### config.mk
export PLATFORM = sky130hd
export DESIGN_NAME = countdown_display
export DESIGN_NICKNAME = d
export VERILOG_FILES = /design/src/rtl/countdown_display_pkg.sv /design/src/rtl/countdown_display_seg7_decoder.sv /design/src/rtl/countdown_display.sv
export SDC_FILE = /design/constraint.sdc
export NUM_CORES = 1
export LEC_CHECK = 0
export ABC_AREA = 1
export CAP_MARGIN = 30
export CORE_MARGIN = 1
export CORE_UTILIZATION = 45
export DETAILED_ROUTE_END_ITERATION = 12
export GPL_ROUTABILITY_DRIVEN = 0
export PLACE_DENSITY = 0.7
export REMOVE_ABC_BUFFERS = 1
export SLEW_MARGIN = 30
export SYNTH_ARGS = -nofsm -noshare
export SYNTH_HDL_FRONTEND = slang
export SYNTH_SLANG_ARGS = --single-unit
### constraint.sdc
create_clock -name clk -period 2.7 [get_ports clk]
set_input_delay 0.54 -clock clk [delete_from_list [all_inputs] [get_ports clk]]
set_output_delay 0.54 -clock clk [all_outputs]
set_load 0.03 [all_outputs]
### src/rtl/countdown_display_pkg.sv
// Shared definitions for the countdown display: FSM states, glyph codes,
// segment patterns and the tens/units split used by the scan mux.
package countdown_display_pkg;

    localparam int unsigned NUM_DIGITS = 8;
    localparam int unsigned IDX_W      = 3;
    localparam int unsigned GLYPH_W    = 5;
    localparam int unsigned SEG_W      = 7;

    typedef enum logic [1:0] {
        ST_IDLE    = 2'd0,
        ST_COUNT   = 2'd1,
        ST_EXPIRED = 2'd2
    } state_t;

    // Glyph codes 0..9 are the decimal digits themselves
    localparam logic [GLYPH_W-1:0] GL_ONE   = 5'd1;
    localparam logic [GLYPH_W-1:0] GL_C     = 5'd10;
    localparam logic [GLYPH_W-1:0] GL_E     = 5'd11;
    localparam logic [GLYPH_W-1:0] GL_N     = 5'd12;
    localparam logic [GLYPH_W-1:0] GL_D     = 5'd13;
    localparam logic [GLYPH_W-1:0] GL_BLANK = 5'd14;

    localparam logic [SEG_W-1:0] SEG_0     = 7'h3F;
    localparam logic [SEG_W-1:0] SEG_1     = 7'h06;
    localparam logic [SEG_W-1:0] SEG_2     = 7'h5B;
    localparam logic [SEG_W-1:0] SEG_3     = 7'h4F;
    localparam logic [SEG_W-1:0] SEG_4     = 7'h66;
    localparam logic [SEG_W-1:0] SEG_5     = 7'h6D;
    localparam logic [SEG_W-1:0] SEG_6     = 7'h7D;
    localparam logic [SEG_W-1:0] SEG_7     = 7'h07;
    localparam logic [SEG_W-1:0] SEG_8     = 7'h7F;
    localparam logic [SEG_W-1:0] SEG_9     = 7'h6F;
    localparam logic [SEG_W-1:0] SEG_C     = 7'h39;
    localparam logic [SEG_W-1:0] SEG_E     = 7'h79;
    localparam logic [SEG_W-1:0] SEG_N     = 7'h54;
    localparam logic [SEG_W-1:0] SEG_D     = 7'h5E;
    localparam logic [SEG_W-1:0] SEG_BLANK = 7'h00;

    typedef struct packed {
        logic       tens;
        logic [3:0] units;
    } bcd_t;

    // Values are 0..15, so a single compare-and-subtract yields tens/units
    function automatic bcd_t to_bcd(input logic [3:0] value);
        bcd_t r;
        if (value >= 4'd10) begin
            r.tens  = 1'b1;
            r.units = value - 4'd10;
        end else begin
            r.tens  = 1'b0;
            r.units = value;
        end
        return r;
    endfunction

endpackage

### src/rtl/countdown_display_seg7_decoder.sv
// Glyph code to active-high 7-segment pattern (bit0 = a .. bit6 = g).
module countdown_display_seg7_decoder
    import countdown_display_pkg::*;
(
    input  logic [GLYPH_W-1:0] glyph,
    output logic [SEG_W-1:0]   seg_c
);

    always_comb begin
        seg_c = SEG_BLANK;
        case (glyph)
            5'd0:    seg_c = SEG_0;
            5'd1:    seg_c = SEG_1;
            5'd2:    seg_c = SEG_2;
            5'd3:    seg_c = SEG_3;
            5'd4:    seg_c = SEG_4;
            5'd5:    seg_c = SEG_5;
            5'd6:    seg_c = SEG_6;
            5'd7:    seg_c = SEG_7;
            5'd8:    seg_c = SEG_8;
            5'd9:    seg_c = SEG_9;
            GL_C:    seg_c = SEG_C;
            GL_E:    seg_c = SEG_E;
            GL_N:    seg_c = SEG_N;
            GL_D:    seg_c = SEG_D;
            default: seg_c = SEG_BLANK;
        endcase
    end

endmodule

### src/rtl/countdown_display.sv
// Multiplexed 8-digit display of the countdown: live seconds while counting,
// a blinking "End" banner for a fixed hold after timeout, blank when idle.
module countdown_display
    import countdown_display_pkg::*;
#(
    parameter int unsigned CLK_FREQ   = 25_000_000,
    parameter int unsigned SCAN_HZ    = 1000,
    parameter int unsigned BLINK_HZ   = 2,
    parameter int unsigned EXP_HOLD_S = 3
) (
    input  logic                  clk,
    input  logic                  rst_n,
    input  logic                  i_start,
    input  logic                  i_active,
    input  logic [3:0]            i_time_val,
    input  logic                  i_timeout,
    output logic [7:0]            o_seg,
    output logic [NUM_DIGITS-1:0] o_an
);

    localparam int unsigned SCAN_DIV  = CLK_FREQ / SCAN_HZ;
    localparam int unsigned BLINK_DIV = CLK_FREQ / (2 * BLINK_HZ);
    localparam int unsigned SCAN_W    = (SCAN_DIV  > 1) ? $clog2(SCAN_DIV)  : 1;
    localparam int unsigned BLINK_W   = (BLINK_DIV > 1) ? $clog2(BLINK_DIV) : 1;
    localparam int unsigned SEC_W     = (CLK_FREQ  > 1) ? $clog2(CLK_FREQ)  : 1;
    localparam int unsigned HOLD_W    = 4;

    state_t              state;
    state_t              state_nxt;
    logic [SCAN_W-1:0]   scan_cnt;
    logic [IDX_W-1:0]    idx;
    logic [BLINK_W-1:0]  blink_cnt;
    logic                blink_on;
    logic [SEC_W-1:0]    hold_cyc;
    logic [HOLD_W-1:0]   hold_sec;
    logic                scan_tick;
    logic                hold_done;
    logic                blink_eff;
    bcd_t                bcd;
    logic [GLYPH_W-1:0]  glyph;
    logic [SEG_W-1:0]    seg_c;

    assign scan_tick = (scan_cnt == SCAN_W'(SCAN_DIV - 1));
    assign hold_done = (hold_cyc == SEC_W'(CLK_FREQ - 1)) &&
                       (hold_sec == HOLD_W'(EXP_HOLD_S - 1));
    // Phase counters only run in EXPIRED; entering from COUNT starts with "on"
    assign blink_eff = (state != ST_EXPIRED) || blink_on;
    assign bcd       = to_bcd(i_time_val);

    // State register
    always_ff @(posedge clk or negedge rst_n) begin
        if (!rst_n) begin
            state <= ST_IDLE;
        end else begin
            state <= state_nxt;
        end
    end

    // Next state; restart wins over everything including a same-cycle timeout
    always_comb begin
        state_nxt = state;
        if (i_start) begin
            state_nxt = ST_COUNT;
        end else begin
            case (state)
                ST_IDLE:    if (i_active) state_nxt = ST_COUNT;
                ST_COUNT: begin
                    if (i_timeout)     state_nxt = ST_EXPIRED;
                    else if (!i_active) state_nxt = ST_IDLE;
                end
                ST_EXPIRED: if (hold_done) state_nxt = ST_IDLE;
                default:    state_nxt = ST_IDLE;
            endcase
        end
    end

    // Scan divider and digit index
    always_ff @(posedge clk or negedge rst_n) begin
        if (!rst_n) begin
            scan_cnt <= '0;
            idx      <= '0;
        end else if (scan_tick) begin
            scan_cnt <= '0;
            idx      <= idx + IDX_W'(1);
        end else begin
            scan_cnt <= scan_cnt + SCAN_W'(1);
        end
    end

    // Blink phase and banner hold timer, cleared whenever not in EXPIRED
    always_ff @(posedge clk or negedge rst_n) begin
        if (!rst_n) begin
            blink_cnt <= '0;
            blink_on  <= 1'b1;
            hold_cyc  <= '0;
            hold_sec  <= '0;
        end else if (state == ST_EXPIRED) begin
            if (blink_cnt == BLINK_W'(BLINK_DIV - 1)) begin
                blink_cnt <= '0;
                blink_on  <= ~blink_on;
            end else begin
                blink_cnt <= blink_cnt + BLINK_W'(1);
            end
            if (hold_cyc == SEC_W'(CLK_FREQ - 1)) begin
                hold_cyc <= '0;
                hold_sec <= hold_sec + HOLD_W'(1);
            end else begin
                hold_cyc <= hold_cyc + SEC_W'(1);
            end
        end else begin
            blink_cnt <= '0;
            blink_on  <= 1'b1;
            hold_cyc  <= '0;
            hold_sec  <= '0;
        end
    end

    // Glyph for the digit being scanned, in the state being entered
    always_comb begin
        glyph = GL_BLANK;
        case (state_nxt)
            ST_COUNT: begin
                case (idx)
                    3'd0:    glyph = {1'b0, bcd.units};
                    3'd1:    glyph = bcd.tens ? GL_ONE : GL_BLANK;
                    3'd7:    glyph = GL_C;
                    default: glyph = GL_BLANK;
                endcase
            end
            ST_EXPIRED: begin
                if (blink_eff) begin
                    case (idx)
                        3'd2:    glyph = GL_E;
                        3'd1:    glyph = GL_N;
                        3'd0:    glyph = GL_D;
                        default: glyph = GL_BLANK;
                    endcase
                end
            end
            default: glyph = GL_BLANK;
        endcase
    end

    countdown_display_seg7_decoder u_dec (
        .glyph (glyph),
        .seg_c (seg_c)
    );

    // Output registers: blank as soon as IDLE is entered, else load per scan tick
    always_ff @(posedge clk or negedge rst_n) begin
        if (!rst_n) begin
            o_an  <= '0;
            o_seg <= '0;
        end else if (state_nxt == ST_IDLE) begin
            o_an  <= '0;
            o_seg <= '0;
        end else if (scan_tick) begin
            o_an  <= NUM_DIGITS'(1) << idx;
            o_seg <= {1'b0, seg_c};
        end
    end

endmodule

==> results.md, run 1 <==
- The die is 109 µm wide.
- The number of violations of the max-capacitance limit is 0.
- During placement, the flow inserted port buffers numbering 23.
- The floorplan die height is 109 µm.
- The placed instance count is 848.
- The number of CTS-inserted buffers is 9.
- Entering global routing, the biggest net connects 42 pins.
- The slew of the pin with the lowest slew margin is 0.617 ns.
- The pre-CTS worst setup slack is -0.0631 ns.
- The flip-flop and latch area is 2200 µm².
- The clock insertion delay at the later pin of the skew report is 0.34 ns.
- Sequential cells were found to cover 43.0% of the synthesized design area.
- Wires add up to 11.1 mm.
- Based on the critical path, the design can be clocked at up to 374 MHz.
- The via count of the first global-routing pass came to 4148.
- The antenna violation net count after detailed routing is 0.
- The endpoint type of the worst setup path is a flop.
- The shortest clock period the worst path allows after layout is 2.67 ns.
- Once the floorplan was initialized, standard cells occupied 46.7% of the core.
- After the first detailed-routing iteration, the DRC count stood at 232.
- For this design the ratio of total power to cell area is 474 nW/µm².
- The detailed-route via count is 4438.
- The maximum clock path buffer count is 2.
- The final worst-path setup slack is 0.0251 ns.
- The post-route netlist has 17.5% of its cells at a drive strength greater than 1.
- IR analysis of the VDD net gives a maximum drop of 0.339 mV.
- The number of standard-cell rows in the floorplan is 38.
- Clock-pin slew was measured on the worst setup and hold paths at 0.07 ns.
- The number of top-level design ports is 25.
- The final net count is 753.
- The number of standard cells after synthesis is 669.
- Summed over all failing endpoints, the final setup total negative slack is 0 ns.
- The maximum fanout count along the critical path is 4.
- The worst slew slack as a fraction of its limit is 58.8%.
- Setup repair after global routing could not meet its margin everywhere.
- The static leakage power is 2.84 nW.
- The detailed-route vias per instance is 5.10.
- The final non-filler cell total is 870.
- In the final routed layout, each cell accounts on average for 12.7 µm.
- In this run the clock root is driven by a sky130_fd_sc_hd__clkbuf_16.
- The TritonCTS sink count is 88.
- The worst setup path is of the flop to flop kind.
- From synthesis to final layout, the design area changed by 21.2%.
- In the finished design, the share of the clock period the worst path needs comes to 99.1%.
- The number of antenna diodes in the final layout is 0.
- STA puts the critical path data required time at 2.93 ns.
- In the routed design, unresolved DRC markers number 0.
- In this run the mean area of a mapped cell was 7.67 µm².
- The number of synthesized register bits is 88.
- The kind of start point of the critical path is a flop.
- The initial antenna violation count is 0.
- The Yosys warning count is 0.
- Yosys mapped the design onto 42 distinct sky130hd cell types.
- The setup skew after layout is 0.00681 ns.
- Setup violations remaining at the end of the flow were counted as 0.
- Summed over all nets, the half-perimeter wirelength after detailed placement is 8.04 mm.
- The first global-routing pass estimated 18.9 mm of wire.
- The number of filler instances in the final layout is 956.
- The detailed-routing iteration count for the pre-antenna-repair pass is 5.
- Cells fill 56.6% of the core in the end.
- The floorplan die area is 11800 µm².
- The post-synthesis instance area is 5130 µm².
- The clock tree synthesis step divided the H-tree into 3 levels.
- The total congestion overflow is 0.
- The count of final hold-check violations is 0.
- The core area is 11000 µm².
- The area taken by multi-input logic gates is 2710 µm².
- The tightest min-delay check is of the input port to asynchronous set/reset pin type.
- The CTS tree is done.
- The number of pins with negative max-slew slack in the final report came to 0.
- The combined global-route utilization of all metal layers is 20.4%.
- The critical path data arrival time is 2.90 ns.
- The run finished with clean final reports.
[synthesized netlist by cell type]
library cell | number | area, µm²
sky130_fd_sc_hd__inv_1 | 87 | 327
sky130_fd_sc_hd__buf_2 | 3 | 15.0
sky130_fd_sc_hd__a22o_1 | 1 | 8.76
sky130_fd_sc_hd__nor3_1 | 30 | 150
sky130_fd_sc_hd__nand2_2 | 10 | 62.6
sky130_fd_sc_hd__dfstp_2 | 1 | 26.3
sky130_fd_sc_hd__nand2_1 | 156 | 586
sky130_fd_sc_hd__nor2_2 | 12 | 75.1
sky130_fd_sc_hd__a21oi_2 | 3 | 26.3
sky130_fd_sc_hd__o211a_1 | 1 | 10.0
sky130_fd_sc_hd__o211ai_1 | 3 | 22.5
sky130_fd_sc_hd__nand4_1 | 16 | 100
sky130_fd_sc_hd__a21o_1 | 2 | 15.0
sky130_fd_sc_hd__a31oi_1 | 5 | 31.3
sky130_fd_sc_hd__nor4_1 | 6 | 37.5
sky130_fd_sc_hd__o21ai_0 | 15 | 75.1
sky130_fd_sc_hd__nor3b_2 | 3 | 37.5
sky130_fd_sc_hd__inv_2 | 8 | 30.0
sky130_fd_sc_hd__conb_1 | 1 | 3.75
sky130_fd_sc_hd__nand3_2 | 3 | 30.0
sky130_fd_sc_hd__nor3_2 | 4 | 40.0
sky130_fd_sc_hd__clkinv_1 | 1 | 3.75
sky130_fd_sc_hd__nand3b_1 | 1 | 7.51
sky130_fd_sc_hd__o21ai_2 | 2 | 17.5
sky130_fd_sc_hd__nor2_4 | 5 | 56.3
sky130_fd_sc_hd__nor3b_1 | 4 | 30.0
sky130_fd_sc_hd__a32o_1 | 3 | 30.0
sky130_fd_sc_hd__or2_2 | 1 | 6.26
sky130_fd_sc_hd__nand2_4 | 1 | 11.3
sky130_fd_sc_hd__nand3_1 | 42 | 210
sky130_fd_sc_hd__or2_0 | 1 | 6.26
sky130_fd_sc_hd__a21oi_1 | 19 | 95.1
sky130_fd_sc_hd__o21ai_1 | 2 | 10.0
sky130_fd_sc_hd__nand3_4 | 1 | 17.5
sky130_fd_sc_hd__nor2_1 | 89 | 334
sky130_fd_sc_hd__and3_1 | 1 | 6.26
sky130_fd_sc_hd__xor2_1 | 14 | 123
sky130_fd_sc_hd__dfrtp_1 | 87 | 2180
sky130_fd_sc_hd__clkbuf_1 | 2 | 7.51
sky130_fd_sc_hd__ha_1 | 19 | 238
sky130_fd_sc_hd__buf_4 | 2 | 15.0
sky130_fd_sc_hd__xnor2_1 | 2 | 17.5
[path summary, 6_finish.rpt]
check	start	slack (ns)	to	cells after the start
max in group asynchronous	rst_n	1.84	blink_on	2
min in group clk	blink_cnt[0]	0.46	blink_cnt[0]	1
setup reg to reg	hold_cyc[8]	0.03	o_seg[4]	16
hold / removal	rst_n	0.17	blink_cnt[2]	1
hold reg to reg	blink_cnt[0]	0.46	blink_cnt[0]	1
setup / recovery	hold_cyc[8]	0.03	o_seg[4]	16
[cells by family after synthesis]
logic type | Yosys count | share of synthesized area [%]
AO/OA/AOI/OAI | 56 | 6.66
flip-flops | 88 | 43.0
buffers and inverters | 103 | 7.76
AND/OR/NAND/NOR | 386 | 35.2
adder cells (fa/ha/maj) | 19 | 4.64
other | 1 | 0.0731
XOR/XNOR | 16 | 2.73
[repair_timing]
| item | 4_1_cts | 5_1_grt |
|---|---|---|
| gates resized for setup | 0 | 51 |
| endpoints found under the setup margin | 0 | 7 |
| setup buffers | 0 | 6 |
| hold buffers | 0 | 0 |
[metal layers]
layer | track usage [%] | up-vias | part of all wire, %
met1 | 27.4 | 2088 | 48
li1 | - | 2260 | -
met5 | 0 | - | 0
met4 | 7.05 | 0 | 0.82
met2 | 33.0 | 83 | 48
met3 | 3.83 | 7 | 3.1
[power by group]
part / total (W) / internal [W] / leakage [nW] / switching, W
Combinational: 0.000376 / 0.000147 / 1.49 / 0.000229
Clock: 0.00124 / 0.000740 / 0.145 / 0.000499
Sequential: 0.00133 / 0.00133 / 1.21 / 0.00000391
Total: 0.00295 / 0.00221 / 2.84 / 0.000732
[sequential cells by signal, summed over array words and instances, names as in the netlist]
| name | count |
|---|---|
| idx | 3 |
| hold_cyc | 25 |
| o_an | 8 |
| state | 2 |
| scan_cnt | 15 |
| o_seg | 7 |
| blink_cnt | 23 |
| blink_on | 1 |
| hold_sec | 4 |
[final cells by class]
cell class,instances,area share [%]
multi-input cells,478,43.6
flip-flops and latches,88,35.5
repair buffers,52,7.41
inverters,96,5.92
clock buffers,11,3.91
well taps,140,2.82
clock inverters,5,0.906
[layout by cell type (no fill, tap or decap), types with 4 or more instances in the layout]
| cell type | n |
|---|---|
| sky130_fd_sc_hd__nand2_1 | 146 |
| sky130_fd_sc_hd__dfrtp_1 | 87 |
| sky130_fd_sc_hd__nor2_1 | 84 |
| sky130_fd_sc_hd__inv_1 | 83 |
| sky130_fd_sc_hd__nand3_1 | 40 |
| sky130_fd_sc_hd__nor3_1 | 30 |
| sky130_fd_sc_hd__buf_4 | 26 |
| sky130_fd_sc_hd__clkdlybuf4s50_1 | 22 |
| sky130_fd_sc_hd__a21oi_1 | 17 |
| sky130_fd_sc_hd__nand2_2 | 16 |
| sky130_fd_sc_hd__nand4_1 | 16 |
| sky130_fd_sc_hd__o21ai_0 | 15 |
| sky130_fd_sc_hd__xor2_1 | 14 |
| sky130_fd_sc_hd__nor2_2 | 14 |
| sky130_fd_sc_hd__ha_1 | 14 |
| sky130_fd_sc_hd__inv_2 | 9 |
| sky130_fd_sc_hd__clkbuf_16 | 9 |
| sky130_fd_sc_hd__nor2_4 | 8 |
| sky130_fd_sc_hd__nand2_4 | 5 |
| sky130_fd_sc_hd__nand3_2 | 5 |
| sky130_fd_sc_hd__a31oi_1 | 5 |
| sky130_fd_sc_hd__nor4_1 | 5 |
| sky130_fd_sc_hd__ha_4 | 5 |
| sky130_fd_sc_hd__nor3_2 | 4 |
| sky130_fd_sc_hd__nor3b_1 | 4 |
| sky130_fd_sc_hd__buf_6 | 4 |
[stage by stage]
step                      cell area (µm²)  hold slack, ns  total power (W)
final                                6210           0.169          0.00295
after global routing                 6210           0.205          0.00307
after CTS                            5970           0.192          0.00288
after detailed placement             5670           0.459          0.00163
after global placement               5670           0.450          0.00162
after floorplan                      5090           0.244          0.00151
[critical path: stages, from the launching register on]
cell and delay (ns):
sky130_fd_sc_hd__dfrtp_1 0.39, sky130_fd_sc_hd__nor4_2 0.30, sky130_fd_sc_hd__nand4_1 0.18, sky130_fd_sc_hd__nor2_2 0.16, sky130_fd_sc_hd__nand2_2 0.07, sky130_fd_sc_hd__nand2_2 0.07, sky130_fd_sc_hd__a21o_1 0.21, sky130_fd_sc_hd__ha_4 0.21
sky130_fd_sc_hd__nand2_4 0.08, sky130_fd_sc_hd__buf_4 0.14, sky130_fd_sc_hd__o21ai_4 0.16, sky130_fd_sc_hd__buf_4 0.14, sky130_fd_sc_hd__nand3_2 0.11, sky130_fd_sc_hd__nand2_1 0.10, sky130_fd_sc_hd__nand3_1 0.08, sky130_fd_sc_hd__nand2_1 0.09
sky130_fd_sc_hd__nand2_1 0.05
Note: power is estimated with default switching activity, not from simulation.
==> run 2: changes to the inputs <==
--- a/config.mk
+++ b/config.mk
@@ -11,7 +11,9 @@
 export CORE_UTILIZATION = 45
 export DETAILED_ROUTE_END_ITERATION = 12
 export GPL_ROUTABILITY_DRIVEN = 0
+export MAX_ROUTING_LAYER = met4
 export PLACE_DENSITY = 0.7
+export RECOVER_POWER = 100
 export REMOVE_ABC_BUFFERS = 1
 export SLEW_MARGIN = 30
 export SYNTH_ARGS = -nofsm -noshare
==> results.md, run 2 (synthesis gave the netlist of run 1 again) <==
- The power per standard cell area came to 474 nW/µm² (about the same).
- The final antenna diode count is 0 (unchanged).
- The final worst-path setup slack is 0.0495 ns (+0.0243 ns).
- The number of top-level design ports is 25 (unchanged).
- The antenna violation net count after detailed routing is 0 (unchanged).
- The post-route DRC violation count is 0 (unchanged).
- The static leakage power came to 2.83 nW (-0.20%).
- The initial antenna violation count is 0 (unchanged).
- The total congestion overflow is 0 (unchanged).
- The area growth from synthesis to layout is 21.0%.
- The cts-stage hold buffer count is 0 (unchanged).
- The data required time at the worst endpoint is 2.93 ns (about the same).
- TritonCTS built the clock tree.
- The count of buffering cells on the critical path with inverters included is 2 (unchanged).
- The number of flip-flops under the largest register name was 25 (unchanged).
- The fraction of the core area covered by cells at the end of the flow is 56.5% (-0.10 points).
- The global-route wire length before repair was 18.9 mm (unchanged).
- The x dimension of the die is 109 µm (unchanged).
- The detailed-routing iteration count for the pre-antenna-repair pass came to 4 (-1).
- The largest net degree at the start of global routing is 42 (unchanged).
- The core area is 11000 µm² (unchanged).
- The placed instance count is 848 (unchanged).
- The deepest level of the CTS H-tree is 3 (unchanged).
- The final non-filler cell total is 870 (unchanged).
- The count of final hold-check violations is 0 (unchanged).
- The slew of the pin with the lowest slew margin is 2.15 ns (+1.53 ns).
- The maximum fanout count along the critical path is 4 (unchanged).
- The starting density of the core is 46.7% (unchanged).
- The shortest clock period the worst path allows after layout is 2.65 ns (-0.0243 ns).
- The maximum cell stage delay along the critical path is 0.39 ns (about the same).
- The clock edge transition at the registers on the reported setup and hold paths is 0.06 ns (about the same).
- The upper clock frequency limit is 377 MHz (+0.92%).
- The routed wirelength normalized by instance count is 12.7 µm (about the same).
- The number of pins with negative max-slew slack in the final report is 42 (+42).
- The post-placement cell area is 5670 µm² (unchanged).
- The worst slew slack as a fraction of its limit came to -43.3% (-100 points).
- The number of CTS-inserted buffers is 9 (unchanged).
- The worst IR drop on VDD is 0.338 mV (-0.17%).
- The maximum clock path buffer count is 2 (unchanged).
- The total setup violations reported at the end of the flow was 0 (unchanged).
- The estimated wirelength of the detail-placed design is 8.04 mm (unchanged).
- The routing usage on met3 is 3.65% (-0.18 points).
- The worst setup path is of the flop to flop kind.
- The proportion of layout cells with a drive suffix above 1 was 17.4% (-0.14 points).
- The pre-CTS worst setup slack is -0.0631 ns (unchanged).
- The clock insertion delay at the later pin of the skew report is 0.34 ns (about the same).
- Ranked by flip-flop count, first place goes to hold_cyc.
- STA classifies the critical path startpoint as a flop.
- The setup skew after layout came to 0.00726 ns (+0.000447 ns).
- The setup TNS is 0 ns (unchanged).
- The final net count is 753 (unchanged).
- The final worst-path cycle share is 98.2% (-0.90 points).
- The detailed-route vias per instance was 5.11 (+0.16%).
- In the layout the commonest cells are sky130_fd_sc_hd__nand2_1 (146), sky130_fd_sc_hd__dfrtp_1 (87), sky130_fd_sc_hd__nor2_1 (84).
- The total length of routed wires came to 11.1 mm (about the same).
- The library cell appearing most often on the critical path is sky130_fd_sc_hd__nand2_1.
- The worst hold path belongs to the class flop to flop.
- The checks that failed: capacitance limit, slew limit.
- The met1 layer usage reported by global route is 27.4% (unchanged).
- For this design, the slowest cell found on the critical path is sky130_fd_sc_hd__dfrtp_1.
- The floorplan die area is 11800 µm² (unchanged).
- On the critical path the largest part of the delay comes from simple AND/OR/NAND/NOR gates.
- The DRC marker count from the first detailed-route iteration came to 197 (-15%).
- The number of standard-cell rows in the floorplan was 38 (unchanged).
- The floorplan die height came to 109 µm (unchanged).
- The largest registers in the layout are hold_cyc x25, blink_cnt x23, scan_cnt x15.
- The root buffer cell is sky130_fd_sc_hd__clkbuf_16.
- Setup repair after global routing could not meet its margin everywhere.
- The count of input and output buffers came to 23 (unchanged).
- The global-route met2 utilization is 33.0% (unchanged).
- The flow ran to the end, but the final reports show violations.
- The endpoint type of the worst setup path is a flop.
- The global routing's busiest layer is met2.
- Traced cell by cell, the critical path runs through nor4_2 -> nand4_1 -> nor2_2 -> nand2_2 -> nand2_2 -> a21o_1 -> ha_4 -> nand2_4 -> buf_4 -> o21ai_4 -> buf_4 -> nand3_2 -> nand2_1 -> a21oi_1 -> nand2_1 -> nand2_1.
- The combined global-route utilization of all metal layers is 21.0% (+0.57 points).
- The area of all placed cells without fillers is 6200 µm² (-0.18%).
- The number of violations of the max-capacitance limit was 1 (+1).
- The most common cell after layout, fill and taps aside is sky130_fd_sc_hd__nand2_1.
- The critical path data arrival time came to 2.88 ns (-0.02 ns).
- The TritonCTS sink count is 88 (unchanged).
- The via count of the first global-routing pass is 4150 (+0.048%).
- The detailed-route via count came to 4445 (+0.16%).
- The number of filler instances in the final layout is 961 (+0.52%).
## run 2: cell types whose count changed in the layout (fill, tap and decap cells not counted), sizes merged
cell,previous run,this run
clkbuf,11,14
buf,30,27
## run 2: cell type report
class	count	area (µm²)	area share, %
multi-input cells	478	2710	43.7
clock buffers	11	243	3.91
repair buffers	52	449	7.24
inverters	96	368	5.93
flip-flops and latches	88	2200	35.5
clock inverters	5	56.3	0.908
well taps	140	175	2.82
## run 2: through the flow
step,total power [W],hold WS [ns]
2_1_floorplan,0.00151,0.244
3_3_place_gp,0.00162,0.450
3_5_place_dp,0.00163,0.459
4_1_cts,0.00288,0.192
5_1_grt,0.00307,0.489
6_report,0.00294,0.458
## run 2: path summary, 6_finish.rpt
| kind | from | endpoint | slack [ns] | cells past startpoint |
|---|---|---|---|---|
| worst max-delay path | hold_cyc[8] | o_seg[4] | 0.05 | 16 |
| worst min register to register | blink_cnt[0] | blink_cnt[0] | 0.46 | 1 |
| worst min-delay path | blink_cnt[0] | blink_cnt[0] | 0.46 | 1 |
| worst max register to register | hold_cyc[8] | o_seg[4] | 0.05 | 16 |
| min in group asynchronous | rst_n | blink_cnt[2] | 0.82 | 1 |
| max in group asynchronous | rst_n | blink_on | 0.48 | 2 |
## run 2: repair_timing
action                     CTS  global route
gates resized for setup      0            51
setup endpoints to repair    0             7
setup buffers                0             6
## run 2: where the power goes
group,switching (W),internal [W],total (W)
Combinational,0.000228,0.000145,0.000373
Sequential,0.00000392,0.00133,0.00133
Clock,0.000499,0.000740,0.00124
## run 2: worst register-to-register path, cell delays in order, from the launching register on
cell and delay (ns):
sky130_fd_sc_hd__dfrtp_1 0.39, sky130_fd_sc_hd__nor4_2 0.31, sky130_fd_sc_hd__nand4_1 0.18, sky130_fd_sc_hd__nor2_2 0.16
sky130_fd_sc_hd__nand2_2 0.07, sky130_fd_sc_hd__nand2_2 0.07, sky130_fd_sc_hd__a21o_1 0.21, sky130_fd_sc_hd__ha_4 0.21
sky130_fd_sc_hd__nand2_4 0.08, sky130_fd_sc_hd__buf_4 0.14, sky130_fd_sc_hd__o21ai_4 0.16, sky130_fd_sc_hd__buf_4 0.14
sky130_fd_sc_hd__nand3_2 0.11, sky130_fd_sc_hd__nand2_1 0.11, sky130_fd_sc_hd__a21oi_1 0.06, sky130_fd_sc_hd__nand2_1 0.08
sky130_fd_sc_hd__nand2_1 0.05
## run 2: per-layer routing
layer / share of wire (%) / vias up / routed length [µm]
met3: 3.3 / 13 / 363
met4: 1.4 / 0 / 153
met5: 0 / - / 0
li1: - / 2256 / -
met2: 48 / 80 / 5270
met1: 48 / 2096 / 5300
==> run 3: changes to the inputs <==
--- a/config.mk
+++ b/config.mk
@@ -8,11 +8,11 @@
 export ABC_AREA = 1
 export CAP_MARGIN = 30
 export CORE_MARGIN = 1
-export CORE_UTILIZATION = 45
+export CORE_UTILIZATION = 35
 export DETAILED_ROUTE_END_ITERATION = 12
 export GPL_ROUTABILITY_DRIVEN = 0
 export MAX_ROUTING_LAYER = met4
-export PLACE_DENSITY = 0.7
+export PLACE_DENSITY = 0.58
 export RECOVER_POWER = 100
 export REMOVE_ABC_BUFFERS = 1
 export SLEW_MARGIN = 30
==> results.md, run 3 (synthesis gave the netlist of run 1 again) <==
- The flow ran to the end, but the final reports show violations.
- The final reports fail on capacitance limit, slew limit.
- The static leakage power is 2.80 nW (-1.3%).
- The count of final hold-check violations is 0 (unchanged).
- The pre-CTS worst setup slack is -0.0972 ns (-0.0340 ns).
- Leaving out fill and tap cells, the most frequent cells in the layout are sky130_fd_sc_hd__nand2_1 (146), sky130_fd_sc_hd__nor2_1 (87), sky130_fd_sc_hd__dfrtp_1 (87).
- The startpoint identified for the worst hold timing path is blink_cnt[0].
- By startpoint and endpoint, the worst setup path is classified as flop to flop.
- Setup repair after global routing could not meet its margin everywhere.
- The number of violations of the max-capacitance limit is 1 (unchanged).
- The CTS tree is done.
- The number of pins with negative max-slew slack in the final report came to 29 (-31%).
- The antenna violation net count after detailed routing was 0 (unchanged).
- The maximum clock path buffer count is 2 (unchanged).
- The proportion of layout cells with a drive suffix above 1 came to 16.5% (-0.89 points).
- The cell depth of the worst min-delay path is 1 (unchanged).
- The worst register-to-register path begins at hold_cyc[0].
- The via count of the first global-routing pass was 4325 (+4.2%).
- The data required time at the worst endpoint is 2.93 ns (about the same).
- The worst flop-to-flop path endpoint is o_seg[0].
- The detailed-route vias per instance was 4.91 (-3.8%).
- The destination of the worst hold path is blink_cnt[0].
- The total setup violations reported at the end of the flow is 0 (unchanged).
- The final antenna diode count is 0 (unchanged).
- The worst IR drop on VDD is 0.309 mV (-8.4%).
- The worst setup path is captured at a flop.
- Counting flops per register, the top entry is hold_cyc.
- The core area is 14100 µm² (+28%).
- The deepest level of the CTS H-tree came to 3 (unchanged).
- The maximum fanout count along the critical path came to 3 (-1).
- The floorplan die area was 15100 µm² (+28%).
- The post-route DRC violation count is 0 (unchanged).
- The slew of the pin with the lowest slew margin was 1.59 ns (-0.562 ns).
- The setup skew after layout came to 0.0108 ns (+0.00354 ns).
- The area taken by multi-input logic gates is 2720 µm² (+0.28%).
- The combined global-route utilization of all metal layers is 16.9% (-4.1 points).
- The total congestion overflow is 0 (unchanged).
- The flip-flop and latch area came to 2200 µm² (unchanged).
- The clock insertion delay at the later pin of the skew report is 0.34 ns (about the same).
- The worst slew slack as a fraction of its limit is -5.84% (+37 points).
- The overall power is 0.00292 W (-0.83%).
- The area growth from synthesis to layout is 21.1%.
- The number of flip-flops under the largest register name was 25 (unchanged).
- The number of filler instances in the final layout came to 1404 (+46%).
- The number of top-level design ports is 25 (unchanged).
- The shortest clock period the worst path allows after layout came to 2.61 ns (-0.0377 ns).
- The final worst-path setup slack is 0.0872 ns (+0.0377 ns).
- The class of the tightest hold or removal check is flop to flop.
- The number of standard-cell rows in the floorplan came to 43 (+13%).
- The critical path data arrival time is 2.85 ns (-0.03 ns).
- The clock edge transition at the registers on the reported setup and hold paths was 0.06 ns (about the same).
- The number of CTS-inserted buffers was 9 (unchanged).
- The library cell used most frequently in the layout, excluding fill and tap cells, is sky130_fd_sc_hd__nand2_1.
- The power per standard cell area is 470 nW/µm² (-0.95%).
- The TritonCTS sink count is 88 (unchanged).
- The largest registers in the layout are hold_cyc x25, blink_cnt x23, scan_cnt x15.
- The final net count is 750 (-0.40%).
- The detailed-route via count is 4456 (+0.25%).
- The number of cells on the worst reg-to-reg path came to 19 (+3).
- The global-route wire length before repair was 19.6 mm (+3.6%).
- The routed wirelength normalized by instance count was 12.9 µm (+0.99%).
- The kind of start point of the critical path is a flop.
- The floorplan die height is 123 µm (+13%).
- The detailed-routing iteration count for the pre-antenna-repair pass was 4 (unchanged).
- The starting density of the core is 36.4% (-10 points).
- The final worst-path cycle share is 96.8% (-1.4 points).
- The x dimension of the die is 123 µm (+13%).
- The estimated wirelength of the detail-placed design is 8.40 mm (+4.5%).
- The worst setup slack for register-to-register paths is 0.09 ns (+0.04 ns).
- The count of input and output buffers is 23 (unchanged).
- The upper clock frequency limit is 383 MHz (+1.4%).
- The root buffer cell is sky130_fd_sc_hd__clkbuf_16.
- The largest net degree at the start of global routing is 48 (+14%).
- The total length of routed wires is 11.7 mm (+5.3%).
- The DRC marker count from the first detailed-route iteration came to 208 (+5.6%).
- The initial antenna violation count is 0 (unchanged).
==> run 3: cell count changes in the layout (fill, tap and decap cells not counted), moves of 2 or more <==
cell                       change
sky130_fd_sc_hd__clkbuf_1      +5
sky130_fd_sc_hd__ha_2          +3
sky130_fd_sc_hd__nor2_1        +3
sky130_fd_sc_hd__buf_4         -2
sky130_fd_sc_hd__buf_6         -2
sky130_fd_sc_hd__clkinv_2      -2
sky130_fd_sc_hd__ha_1          -2
sky130_fd_sc_hd__nand3_1       -2
sky130_fd_sc_hd__nand3_2       +2
sky130_fd_sc_hd__nor2_2        -2
==> run 3: critical path: stages (launching register included) <==
cell and delay (ns):
sky130_fd_sc_hd__dfrtp_1 0.35, sky130_fd_sc_hd__ha_2 0.19, sky130_fd_sc_hd__nand2_2 0.08, sky130_fd_sc_hd__nor2_4 0.13
sky130_fd_sc_hd__nand4_1 0.10, sky130_fd_sc_hd__nor2_1 0.13, sky130_fd_sc_hd__nand2_1 0.10, sky130_fd_sc_hd__nand2_2 0.10
sky130_fd_sc_hd__a21o_1 0.18, sky130_fd_sc_hd__ha_4 0.24, sky130_fd_sc_hd__nand2_2 0.09, sky130_fd_sc_hd__a21oi_4 0.05
sky130_fd_sc_hd__a21oi_4 0.20, sky130_fd_sc_hd__buf_4 0.16, sky130_fd_sc_hd__ha_4 0.12, sky130_fd_sc_hd__nand2_2 0.05
sky130_fd_sc_hd__nand2_1 0.06, sky130_fd_sc_hd__nand2_1 0.04, sky130_fd_sc_hd__nand2_1 0.07, sky130_fd_sc_hd__nand2_1 0.05
==> run 3: what timing repair did <==
action / in CTS / in global routing
setup buffers: 0 / 2
hold buffers: 0 / 0
resized for setup: 1 / 47
setup endpoints to repair: 1 / 7
cloned: 0 / 1
pin swaps: 0 / 19
==> run 3: area by class of cell <==
cell class,count,share of cell area [%]
Sequential cell,88,35.5
Multi-Input combinational cell,479,43.7
Tap cell,180,3.63
Clock buffer,15,4.15
Timing Repair Buffer,48,6.65
Inverter,96,5.88
Clock inverter,1,0.483
==> run 3: through the flow <==
step	util [%]	hold slack (ns)	TNS [ns]	instance area, µm²	cells
after global placement	40.6	0.450	-0.0206	5730	888
after detailed placement	40.6	0.459	-0.384	5730	888
after CTS	42.7	0.141	0	6020	904
final	44.1	0.460	0	6210	907
after global routing	44.1	0.485	-0.525	6210	907
after floorplan	-	0.244	-1.71	5090	662
==> run 3: worst max-delay path by stage <==
stage,endpoint,cells after the start,start,slack [ns]
3_3_place_gp,o_seg[1],16,i_timeout,-0.02
6_report,o_seg[0],19,hold_cyc[0],0.09
2_1_floorplan,o_seg[1],18,state[0],-0.36
4_1_cts,o_seg[1],19,hold_cyc[0],0.01
3_5_place_dp,o_seg[1],14,i_timeout,-0.1
5_1_grt,o_seg[0],19,hold_cyc[1],-0.10
==> run 3: power breakdown <==
part	internal [W]	switching, W
logic	0.000134	0.000226
registers	0.00133	0.00000372
clock network	0.000745	0.000484
==> run 3: routing by layer <==
| layer | part of all wire [%] | track usage, % | vias to the layer above |
|---|---|---|---|
| met4 | 1.5 | 6.10 | 0 |
| met5 | 0 | - | - |
| li1 | - | - | 2258 |
| met3 | 2.4 | 2.72 | 15 |
| met2 | 48 | 26.4 | 62 |
| met1 | 48 | 22.2 | 2121 |
==> variant 1 (config.mk and constraints of run 1) <==
Make the reset (`rst_n`) synchronous in 4 clocked blocks.
--- a/src/rtl/countdown_display.sv
+++ b/src/rtl/countdown_display.sv
@@ -49,5 +49,5 @@
 
     // State register
-    always_ff @(posedge clk or negedge rst_n) begin
+    always_ff @(posedge clk) begin
         if (!rst_n) begin
             state <= ST_IDLE;
@@ -76,5 +76,5 @@
 
     // Scan divider and digit index
-    always_ff @(posedge clk or negedge rst_n) begin
+    always_ff @(posedge clk) begin
         if (!rst_n) begin
             scan_cnt <= '0;
@@ -89,5 +89,5 @@
 
     // Blink phase and banner hold timer, cleared whenever not in EXPIRED
-    always_ff @(posedge clk or negedge rst_n) begin
+    always_ff @(posedge clk) begin
         if (!rst_n) begin
             blink_cnt <= '0;
@@ -148,5 +148,5 @@
 
     // Output registers: blank as soon as IDLE is entered, else load per scan tick
-    always_ff @(posedge clk or negedge rst_n) begin
+    always_ff @(posedge clk) begin
         if (!rst_n) begin
             o_an  <= '0;
Behaviour: no difference found for any inputs over 10 cycles, from zero or initial values and one cycle with rst_n low; that may be too few to reach the edited logic, so the function may still have changed.
==> variant 1 against run 1 <==
Sequential cell count unchanged. First-iteration DRC count is 7.3% lower. Routed wire length shrank 11%. Total power decreased by 12%. Area after synthesis shrank 6.6%. Hold slack gained 0.29 ns. Final area shrank 6.2%. Worst setup slack improved by 0.014 ns. Critical path type unchanged. Critical endpoint is now o_seg[6]$_SDFFE_PP0P_. Largest cell class unchanged.
==> variant 1: results (changes against run 1) <==
| Metric | Value |
|---|---|
| Pre-CTS WS | `-0.207 ns (-0.144 ns)` |
| VDD IR max | `240 µV (-29%)` |
| Clk slew on worst S/H paths | `0.10 ns (+0.03 ns)` |
| Crit-path max cell delay | `0.36 ns (-0.03 ns)` |
| Main area contributors after synthesis | `dfxtp_1 (37%), nand2_1 (8.5%), nor2_1 (6.7%)` |
| TritonRoute pass-1 iters | `4 (-1)` |
| CP Data Arrival Time | `2.97 ns (+0.07 ns)` |
| H-Tree Depth | `3 (unchanged)` |
| Max Buffers Root-to-Sink | `2 (unchanged)` |
| Synth cell count leaders | `nand2_1 (109), dfxtp_1 (88), nor2_1 (86), inv_1 (85), nand3_1 (44)` |
| Global-route wire length before repair | `17.3 mm (-8.5%)` |
| Biggest regs | `hold_cyc x25, blink_cnt x23, scan_cnt x15` |
| Clock latency on the worst-skew pair | `0.37 ns (+0.03 ns)` |
| Nets | `756 (+0.40%)` |
| Slowest-stage cell, CP | `dfxtp_2` |
| Hold path depth | `1` |
| Fillers | `909 (-4.9%)` |
| Cell total after placement | `846 (-0.24%)` |
| Hpwl dp | `7.21 mm (-10%)` |
| Initial DRC count | `215 (-7.3%)` |
| Total CTS buffers | `9 (unchanged)` |
| Yosys cell types | `41 (-2.4%)` |
| Hold Crit Class | `reg2reg` |
| HP Start | `scan_cnt[0]$_SDFF_PP0_` |
| Antenna violations before repair | `0 (unchanged)` |
| WL/cell | `11.4 µm (-10%)` |
| Flop2flop setup slack | `~0.039 ns` |
| Sequential area share after synthesis | `36.8% (-6.2 points)` |
| Clock power share | `39.4% (-2.7 points)` |
| PortBufs | `23 (unchanged)` |
| P_clk | `0.00102 W (-18%)` |
| Crit path from | `hold_cyc[1]$_SDFF_PP0_` |
| Hold Violations, Final | `0 (unchanged)` |
| Ant. Diodes | `0 (unchanged)` |
| Internal | `0.00196 W (-12%)` |
| Register-to-Register Path Depth | `22 (+6)` |
| Synthesized instance count | `658 (-1.6%)` |
| P_seq | `between 0.001 and 0.0015 W` |
| Largest net degree at the start of global routing | `24 (-43%)` |
| Clock root buffer | `clkbuf_8` |
| Vias in the first global route | `4163 (+0.36%)` |
| Tot GR Track Use | `18.9% (-1.5 points)` |
| Critical Path Fanout Max | `4 (unchanged)` |
| Status | `finished clean` |
| Layout cells sized above 1 | `20.8% (+3.3 points)` |
| Ys async rst share | `0% (-100 points)` |
| Cell leakage power | `2.25 nW (-21%)` |
| Final wirelength | `9.90 mm (-11%)` |
| Hold Path End | `scan_cnt[0]$_SDFF_PP0_` |
| Routed via count | `4345 (-2.1%)` |
| Fmax | `376 MHz (+0.51%)` |
| Worst setup path end | `o_seg[6]$_SDFFE_PP0P_` |
| Final Skew | `0.0149 ns (+0.00813 ns)` |
| Ys Warns | `0 (unchanged)` |
| Worst hold slack | `0.458 ns (+0.289 ns)` |
[variant 1: cell types whose count changed after synthesis, moves of 7 or more]
cell and delta:
a21oi_1 +19, dfrtp_1 -87, dfxtp_1 +88, inv_2 +9, nand2_1 -47, o21ai_1 +7
[variant 1: cells by family after synthesis]
group,after synthesis,synth area share [%]
and+or+nand+nor,335,34.7
buffers and inverters,114,9.98
DFF,88,36.8
AOI/OAI and AO/OA,76,8.65
xor gates and xnor gates,22,4.02
adders and majority gates,22,5.75
other,1,0.0783
[variant 1: metrics by stage]
step	cell area [µm²]	setup TNS (ns)	util, %	total power, W
2_1_floorplan	4720	-0.0354	-	0.00146
5_1_grt	5830	-0.846	56.4	0.00269
4_1_cts	5650	0	54.7	0.00256
6_report	5830	0	56.4	0.00259
3_3_place_gp	5400	-0.450	52.3	0.00152
3_5_place_dp	5400	-0.924	52.3	0.00153
[variant 1: cell type report]
| cell class | instances | share of cell area [%] |
|---|---|---|
| multi-input combinational | 456 | 46.6 |
| sequential | 88 | 30.3 |
| timing repair buffer | 64 | 9.36 |
| inverter | 106 | 7.09 |
| tap | 136 | 2.92 |
| clock buffer | 11 | 2.43 |
| clock inverter | 5 | 1.37 |
[variant 1: layer usage]
layer  global-route usage, %  part of all wire [%]  vias to the layer above
met2                    32.4                    49                       87
met1                    23.1                    45                     1979
met3                    3.68                   4.2                       19
met5                       0                     0                        -
met4                    8.25                   1.9                        0
li1                        -                     -                     2260
[variant 1: repair_timing]
action                                  CTS  global route
pin swaps                                 7            26
gates resized for setup                   9            39
buffers inserted                          2             2
endpoints found under the setup margin    7             7
[variant 1: critical path, delay by kind of cell (launching register included)]
kind / cells / cell delay, ns
flops: 1 / 0.36
buf+inv: 5 / 0.40
fa+ha+maj: 3 / 0.46
simple gates: 11 / 1.05
compound gates: 3 / 0.34
==> variant 2 (settings of run 1) <==
Without the edit above. Set the parameter `BLINK_HZ` to 4 (it was 2).
--- a/src/rtl/countdown_display.sv
+++ b/src/rtl/countdown_display.sv
@@ -6,5 +6,5 @@
     parameter int unsigned CLK_FREQ   = 25_000_000,
     parameter int unsigned SCAN_HZ    = 1000,
-    parameter int unsigned BLINK_HZ   = 2,
+    parameter int unsigned BLINK_HZ   = 4,
     parameter int unsigned EXP_HOLD_S = 3
 ) (
Check against the original RTL: same outputs for any inputs over 10 cycles, from zero or initial values and one cycle with rst_n low; that may be too few to reach the edited logic, so the function may still have changed.
==> variant 2 against run 1 <==
The run now ends with setup timing left. Area after synthesis down 1.4%. Cell count down 1.7%. Routed wire length increased by 2.8%. Count of clock-buffer cells in the layout unchanged. Sequential cell count is 1 lower. Worst setup slack got worse by 0.045 ns. Global-route usage up 0.24 points. Hold slack got worse by 0.0027 ns. Final area decreased by 4.0%. Total power shrank 8.2%. Largest power group unchanged.
==> variant 2: results (changes against run 1) <==
| Metric | Value |
|---|---|
| Biggest regs | `hold_cyc x25, blink_cnt x22, scan_cnt x15` |
| Hpwl dp | `8.12 mm (+0.99%)` |
| Met1 GRT Util | `27.5% (+0.094 points)` |
| Final Skew | `0.0151 ns (+0.00833 ns)` |
| Internal | `0.00199 W (-9.9%)` |
| Inverters, non-clock | `94 (-2.1%)` |
| Post-CTS sizing | `2 (+2)` |
| Layout cells sized above 1 | `16.5% (-1.0 points)` |
| CP Data Arrival Time | `2.98 ns (+0.08 ns)` |
| Worst R2R End | `o_seg[0]$_DFFE_PN0P_` |
| WL/cell | `13.3 µm (+4.6%)` |
| Fillers | `986 (+3.1%)` |
| Cell leakage power | `2.64 nW (-7.1%)` |
| Dpl cell area | `5570 µm² (-1.7%)` |
| Clock root buffer | `clkbuf_8` |
| Worst hold slack | `0.167 ns (-0.00266 ns)` |
| Synth Area in Compound Gates | `7.79% (+1.1 points)` |
| Pre-CTS WS | `-0.0940 ns (-0.0309 ns)` |
| Global-route wire length before repair | `19.3 mm (+1.9%)` |
| Tot GR Track Use | `20.6% (+0.24 points)` |
| Fraction of cell area in non-clock buffers | `7.09% (-0.32 points)` |
| Synth cell count leaders | `nand2_1 (150), dfrtp_1 (86), nor2_1 (84), inv_1 (80), nand3_1 (41)` |
| Largest net degree at the start of global routing | `46 (+9.5%)` |
| Sequential area share after synthesis | `43.1% (+0.11 points)` |
| Register-to-Register Path Depth | `17 (+1)` |
| Met2 usage | `34.3% (+1.3 points)` |
| Final sequential cell count | `87 (-1.1%)` |
| VDD IR max | `258 µV (-24%)` |
| Vias in the first global route | `4382 (+5.6%)` |
| Yosys cell types | `45 (+7.1%)` |
| WL met2 | `5.39 mm (+1.0%)` |
| Final setup vio count | `1 (+1)` |
| Highest metal used | `met4` |
| Synth Area in Adders | `4.70% (+0.065 points)` |
| Status | `finished with violations` |
| Signal buffers | `48 (-7.7%)` |
| M1 wire length | `5.46 mm (+2.9%)` |
| Vias per cell | `5.20 (+2.0%)` |
| Area of the multi-input gates | `2610 µm² (-3.6%)` |
| Nets | `738 (-2.0%)` |
| Critical Path Fanout Max | `3 (-1)` |
| Synthesized instance count | `658 (-1.6%)` |
| Pin slew with the least headroom to its limit | `0.633 ns (+0.0159 ns)` |
| Worst setup margin | `-0.0200 ns (-0.0451 ns)` |
| Initial DRC count | `246 (+6.0%)` |
| Failing checks | `setup timing` |
==> variant 2: cell count changes after synthesis, moves of 2 or more <==
cell / before / now
o21ai_1: 2 / 4
a31oi_1: 5 / 7
inv_1: 87 / 80
nand4_1: 16 / 19
nor2_1: 89 / 84
xor2_1: 14 / 12
a21oi_1: 19 / 22
nor2_2: 12 / 7
clkinv_1: 1 / 3
inv_2: 8 / 11
o21ai_0: 15 / 17
nand2_1: 156 / 150
==> variant 2: power by group through the flow <==
stage | Clock (W) | Sequential [W] | Combinational [W]
6_report | 0.00103 | 0.00131 | 0.000358
3_5_place_dp | 0 | 0.00134 | 0.000277
4_1_cts | 0.00105 | 0.00131 | 0.000279
5_1_grt | 0.00111 | 0.00131 | 0.000391
3_3_place_gp | 0 | 0.00134 | 0.000268
2_1_floorplan | 0 | 0.00134 | 0.000162
